File: src/rtl/len5_pkg.sv
// Shared fetch-path types: instruction word, exception codes and the fetch group bundle.
// Default line geometry lives here so every fetch-side block agrees on it.
package len5_pkg;

  localparam int XLEN       = 64;
  localparam int LINE_INSTR = 16;
  localparam int FETCH_W    = 2;
  localparam int LINE_OFF_W = $clog2(LINE_INSTR) + 2;

  typedef logic [31:0] instr_t;

  typedef enum logic [4:0] {
    E_INSTR_ADDR_MISALIGNED = 5'h00,
    E_INSTR_ACCESS_FAULT    = 5'h01,
    E_ILLEGAL_INSTR         = 5'h02,
    E_BREAKPOINT            = 5'h03,
    E_INSTR_PAGE_FAULT      = 5'h0C,
    E_UNKNOWN               = 5'h1F
  } except_code_t;

  typedef struct packed {
    logic [XLEN-1:0]      pc;
    instr_t [FETCH_W-1:0] instr;
    logic [FETCH_W-1:0]   mask;
    logic                 except;
    except_code_t         code;
  } fetch_group_t;

endpackage

File: src/rtl/fetch_group_extract.sv
// Selects FETCH_W consecutive instructions starting at idx from a cache line.
// Slots that fall past the end of the line are masked off and zeroed.
module fetch_group_extract
  import len5_pkg::*;
#(
  parameter int LINE_INSTR = len5_pkg::LINE_INSTR,
  parameter int FETCH_W    = len5_pkg::FETCH_W,
  localparam int IDX_W     = $clog2(LINE_INSTR)
) (
  input  logic [LINE_INSTR*32-1:0] line,
  input  logic [IDX_W-1:0]         idx,
  output logic [FETCH_W*32-1:0]    instr,
  output logic [FETCH_W-1:0]       mask
);

  // One extra bit so idx+k never wraps back into the line.
  logic [IDX_W:0] pos;

  always_comb begin
    instr = '0;
    mask  = '0;
    pos   = '0;
    for (int k = 0; k < FETCH_W; k++) begin
      pos     = {1'b0, idx} + (IDX_W+1)'(k);
      mask[k] = (pos < (IDX_W+1)'(LINE_INSTR));
      if (mask[k]) begin
        instr[k*32 +: 32] = line[pos[IDX_W-1:0]*32 +: 32];
      end
    end
  end

endmodule

File: src/rtl/fetch_line_buffer.sv
// One-line fetch buffer: accepts an I-cache line (possibly entered mid-line or
// carrying a fetch exception) and hands the decoder aligned FETCH_W-wide groups.
module fetch_line_buffer
  import len5_pkg::*;
#(
  parameter int LINE_INSTR = len5_pkg::LINE_INSTR,
  parameter int FETCH_W    = len5_pkg::FETCH_W,
  parameter int XLEN       = len5_pkg::XLEN
) (
  input  logic                     clk_i,
  input  logic                     rst_i,
  input  logic                     flush_i,
  input  logic                     line_valid_i,
  output logic                     line_ready_o,
  input  logic [XLEN-1:0]          line_pc_i,
  input  logic [LINE_INSTR*32-1:0] line_i,
  input  logic                     line_except_i,
  input  except_code_t             line_except_code_i,
  output logic                     out_valid_o,
  input  logic                     out_ready_i,
  output logic [XLEN-1:0]          out_pc_o,
  output logic [FETCH_W*32-1:0]    out_instr_o,
  output logic [FETCH_W-1:0]       out_mask_o,
  output logic                     out_except_o,
  output except_code_t             out_except_code_o
);

  localparam int IDX_W = $clog2(LINE_INSTR);
  localparam int OFF_W = IDX_W + 2;

  typedef enum logic [1:0] {S_EMPTY, S_LINE, S_EXCPT} state_t;

  state_t                   state_p0;
  logic [LINE_INSTR*32-1:0] line_p0;
  logic [IDX_W-1:0]         idx_p0;
  logic [XLEN-1:OFF_W]      base_p0;

  logic                     vld_p1;
  logic [XLEN-1:0]          pc_p1;
  logic [FETCH_W*32-1:0]    instr_p1;
  logic [FETCH_W-1:0]       mask_p1;
  logic                     exc_p1;
  except_code_t             code_p1;

  logic [IDX_W:0]           idx_sum;
  logic                     last_grp;
  logic                     fire;
  logic                     accept;
  logic [IDX_W-1:0]         ext_idx;
  logic [LINE_INSTR*32-1:0] ext_line;
  logic [FETCH_W*32-1:0]    ext_instr;
  logic [FETCH_W-1:0]       ext_mask;

  function automatic logic [XLEN-1:0] group_pc(input logic [XLEN-1:OFF_W] base,
                                                input logic [IDX_W-1:0]     idx);
    group_pc = {base, idx, 2'b00};
  endfunction

  assign idx_sum      = {1'b0, idx_p0} + (IDX_W+1)'(FETCH_W);
  assign last_grp     = (state_p0 == S_EXCPT) || (idx_sum >= (IDX_W+1)'(LINE_INSTR));
  assign fire         = vld_p1 & out_ready_i;
  assign line_ready_o = ~flush_i & ((state_p0 == S_EMPTY) | (fire & last_grp));
  assign accept       = line_valid_i & line_ready_o;

  // The extractor looks at the group that becomes visible next cycle, so the
  // outputs can be registered without a combinational input-to-output path.
  assign ext_idx  = accept ? line_pc_i[OFF_W-1:2] : idx_sum[IDX_W-1:0];
  assign ext_line = accept ? line_i : line_p0;

  fetch_group_extract #(
    .LINE_INSTR (LINE_INSTR),
    .FETCH_W    (FETCH_W)
  ) u_extract (
    .line  (ext_line),
    .idx   (ext_idx),
    .instr (ext_instr),
    .mask  (ext_mask)
  );

  // Stage p0 -> p1: line state and registered output group
  always_ff @(posedge clk_i) begin
    if (rst_i) begin
      state_p0 <= S_EMPTY;
      vld_p1   <= 1'b0;
      pc_p1    <= '0;
      instr_p1 <= '0;
      mask_p1  <= '0;
      exc_p1   <= 1'b0;
      code_p1  <= except_code_t'(5'h00);
    end else if (flush_i) begin
      state_p0 <= S_EMPTY;
      vld_p1   <= 1'b0;
      mask_p1  <= '0;
      exc_p1   <= 1'b0;
    end else if (accept) begin
      vld_p1 <= 1'b1;
      if (line_except_i) begin
        state_p0 <= S_EXCPT;
        pc_p1    <= line_pc_i;
        instr_p1 <= '0;
        mask_p1  <= FETCH_W'(1);
        exc_p1   <= 1'b1;
        code_p1  <= line_except_code_i;
      end else begin
        state_p0 <= S_LINE;
        idx_p0   <= line_pc_i[OFF_W-1:2];
        base_p0  <= line_pc_i[XLEN-1:OFF_W];
        line_p0  <= line_i;
        pc_p1    <= group_pc(line_pc_i[XLEN-1:OFF_W], line_pc_i[OFF_W-1:2]);
        instr_p1 <= ext_instr;
        mask_p1  <= ext_mask;
        exc_p1   <= 1'b0;
        code_p1  <= except_code_t'(5'h00);
      end
    end else if (fire) begin
      if (last_grp) begin
        state_p0 <= S_EMPTY;
        vld_p1   <= 1'b0;
        mask_p1  <= '0;
        exc_p1   <= 1'b0;
      end else begin
        idx_p0   <= idx_sum[IDX_W-1:0];
        pc_p1    <= group_pc(base_p0, idx_sum[IDX_W-1:0]);
        instr_p1 <= ext_instr;
        mask_p1  <= ext_mask;
      end
    end
  end

  assign out_valid_o       = vld_p1;
  assign out_pc_o          = pc_p1;
  assign out_instr_o       = instr_p1;
  assign out_mask_o        = mask_p1;
  assign out_except_o      = exc_p1;
  assign out_except_code_o = code_p1;

endmodule

File: config.mk
export PLATFORM = sky130hd
export DESIGN_NAME = fetch_line_buffer
export DESIGN_NICKNAME = d
export VERILOG_FILES = /design/src/rtl/len5_pkg.sv /design/src/rtl/fetch_group_extract.sv /design/src/rtl/fetch_line_buffer.sv
export SDC_FILE = /design/constraint.sdc
export NUM_CORES = 2
export LEC_CHECK = 0
export CELL_PAD_IN_SITES_DETAIL_PLACEMENT = 0
export CELL_PAD_IN_SITES_GLOBAL_PLACEMENT = 1
export CORE_UTILIZATION = 52
export CTS_BUF_LIST = sky130_fd_sc_hd__clkbuf_16
export DETAILED_ROUTE_END_ITERATION = 12
export DONT_BUFFER_PORTS = 1
export GPL_TIMING_DRIVEN = 0
export PLACE_DENSITY = 0.8
export REMOVE_ABC_BUFFERS = 1
export SETUP_SLACK_MARGIN = 0.3
export SYNTH_ARGS = -nofsm -noshare
export SYNTH_HDL_FRONTEND = slang
export SYNTH_SLANG_ARGS = --single-unit
File: constraint.sdc
create_clock -name clk_i -period 44.8 [get_ports clk_i]
set_clock_uncertainty 0.2 [all_clocks]
set_input_delay 8.96 -clock clk_i [delete_from_list [all_inputs] [get_ports clk_i]]
set_output_delay 8.96 -clock clk_i [all_outputs]
set_load 0.02 [all_outputs]
==> flow_metrics.py <==
metrics = {
    "layout": {
        "syn2layout_area_growth_pct": 11.9,
        "regArea_um2": 20000,
        "layout-drive-gt1-share": 0.170,
        "fin_cells": 3994,
        "fillers": 5944,
        "nNetsFinal": 3534,
        "multi_input_area_um2": 18500,
    },
    "power_and_ir_drop": {
        "switchingPower_mw": 0.377,
        "pwr-share-comb": 0.104,
        "pwr-share-seq": 0.485,
        "ir_drop_uv": 28.6,
        "fin_total_pwr_mw": 1.53,
        "p_leak_nw": 15.0,
        "clockPowerShare": 0.411,
        "switching_share": 0.247,
        "p_int_mw": 1.15,
        "p_per_area_nw_per_um2": 34.4,
    },
    "floorplanning": {
        "core_um2": 75800,
        "die_w_um": 279,
        "die_area_um2": 77600,
        "die_height_um": 279,
        "initial_core_util": 0.525,
        "ios": 725,
        "row_count": 101,
    },
    "synth": {
        "synth-seq-area-share": 0.503,
        "ys_types": 58,
        "synthArstFlopShare": 0,
        "synth_mux_area_frac": 0.250,
        "synthAdderAreaFrac": 0.000629,
        "syn_inst": 3072,
        "synth_xor_area_frac": 0.00135,
        "synth_edf_count": 574,
        "synth_compound_area_frac": 0.132,
        "synth.avg_cell_area_um2": 13.0,
        "synth-seq-cells": 712,
        "dominantRegCellSynth": "edfxtp_1",
        "ys.warnings.count": 0,
        "synth-simple-area-share": 0.0778,
        "synth_top_family_by_area": "multiplexers",
        "synth_area_um2": 39800,
    },
    "min_path": {
        "hp-class": "flip-flop to flip-flop",
    },
    "clock_network": {
        "cts_made_buffers": 80,
        "path_clk_slew_ns": 0.06,
        "cts.path.max_buffers": 3,
        "cts_tree": "yes",
        "hold_buffers": 0,
        "post_cts_buffers": 0,
        "clock-root-buffer": "clkbuf_16",
        "clk_latency_ns": 0.63,
        "cts.sinks": 712,
        "ctsResizeCount": 0,
        "htreeDepth": 3,
    },
    "sta": {
        "fmaxAchievable_mhz": 52.8,
        "rsz0062_at_grt": "false",
        "tns_ns": 0,
        "period_share": 0.422,
        "slew_headroom": 0.133,
        "slew_viol_final": 0,
        "finalWorstSetupSlack_ns": 25.87,
        "min_period_ns": 18.93,
        "finalHoldViolCount": 0,
        "finalSetupViolCount": 0,
        "tightestPinTransition_ns": 1.26,
        "worst_hold_slack_ns": 0.309,
    },
    "critical_path": {
        "critPathRequiredTime_ns": 35.64,
        "worstSetupPathType": "input pin to output port",
        "worst_setup_path_start_kind": "input pin",
        "cp_max_fo": 4,
        "cp-end-kind": "output port",
        "critical_path_arrival_ns": 9.77,
    },
    "global_route": {
        "grt_pass1_wl_um": 195000,
        "grt_overflow": 0,
        "grtUsageTotal": 0.338,
        "grt_max_degree": 417,
        "antenna_found_initial": 4,
        "grt_pass1_vias": 29400,
    },
    "routing": {
        "drt_drc_violations_left": 0,
        "num_vias": 29000,
        "antenna_left": 0,
        "wirelength_um": 134000,
        "first_pass_iters": 6,
        "routed_via_density": 7.26,
        "drt_iter0_drc": 2856,
        "routedWlPerCell_um": 33.5,
    },
    "placed_design": {
        "gp_congestion": 0.873,
        "io_buffers": 0,
        "place_worst_setup_slack_ns": 25.88,
        "dp_hpwl_um": 90500,
        "dp.cells": 3841,
    },
    "run": {
        "cap_viol_max_count": 0,
    },
    "outcome": {
        "status": "finished, final reports clean",
    },
}
[synthesized netlist by cell type (35+ instances only)]
master      n  area share
a211oi_1  231       0.044
a21oi_1    53      0.0067
a221oi_1   35      0.0077
a22oi_1    61       0.012
a311o_1    36      0.0091
a311oi_1   79       0.017
buf_2      62      0.0078
clkbuf_1  191       0.018
dfxtp_1   138       0.069
edfxtp_1  574        0.43
mux2i_1   381       0.096
mux4_2    258        0.15
nand2_1   388       0.037
nor2_1     69      0.0065
nor2b_1   126       0.020
o221ai_1   44      0.0097
[placed cells by master (no fill, tap or decap), drive strengths merged, types with 70 or more instances in the layout]
cell type and instances:
nand2 388, mux4 258, clkbuf 80, mux2i 383, dfxtp 138, buf 97, edfxtp 574, nor2 70
a311oi 79, nor2b 126, a211oi 231
[sequential cells by signal, summed over array words and instances, names as in the netlist]
| register | cells |
|---|---|
| out_mask_o | 2 |
| state_p0 | 2 |
| idx_p0 | 4 |
| base_p0 | 58 |
| out_except_code_o | 5 |
| out_valid_o | 1 |
| line_p0 | 512 |
| out_instr_o | 64 |
| out_pc_o | 64 |
[final timing paths]
kind / from / to / slack (ns) / depth (start not counted)
worst min register to register: state_p0[0]$_SDFFE_PP0P_ / state_p0[0]$_SDFFE_PP0P_ / 0.31 / 2
worst min-delay path: state_p0[0]$_SDFFE_PP0P_ / state_p0[0]$_SDFFE_PP0P_ / 0.31 / 2
worst max register to register: idx_p0[1]$_DFFE_PP_ / out_instr_o[40]$_SDFFE_PP0P_ / 39.01 / 15
worst max-delay path: out_ready_i / line_ready_o / 25.87 / 3
[critical path, stage by stage]
cell	delay (ns)
and2_1	0.17
nand2_1	0.07
a21oi_1	0.56
[routing by layer]
metal  track usage  wire [µm]
met1         0.392      45300
met2         0.550      63800
met3         0.123      17000
met4         0.178       7580
met5             0         11
[cell type report]
cell class	count	area share
flip-flops and latches	712	0.449
multi-input cells	2029	0.416
repair buffers	97	0.0495
clock buffers	80	0.0449
well taps	978	0.0275
clock inverters	68	0.0110
inverters	25	0.00222
diodes	5	0.000281
[cell families (layout without fill, tap and decap cells)]
kind of cell | Yosys count | count (layout)
muxes | 664 | 664
and+or+nand+nor | 683 | 683
other | 0 | 5
adders and majority gates | 2 | 2
xor gates and xnor gates | 4 | 4
AOI/OAI and AO/OA | 676 | 676
buffers and inverters | 331 | 270
DFF | 712 | 712
[power groups by stage]
stage          Combinational [mW]  Clock, mW  Sequential [mW]
2_1_floorplan               0.118          0            0.761
4_1_cts                     0.158      0.637            0.741
3_3_place_gp                0.163          0            0.769
5_1_grt                     0.168      0.659            0.742
6_report                    0.159      0.630            0.742
3_5_place_dp                0.157          0            0.755
[per-stage QoR]
step                       util  area, µm²
final                     0.587      44500
after global routing      0.587      44500
after CTS                 0.587      44500
after detailed placement  0.554      42000
after global placement    0.523      39700
after floorplan               -      38500
Power figures use the tool's default switching activity.
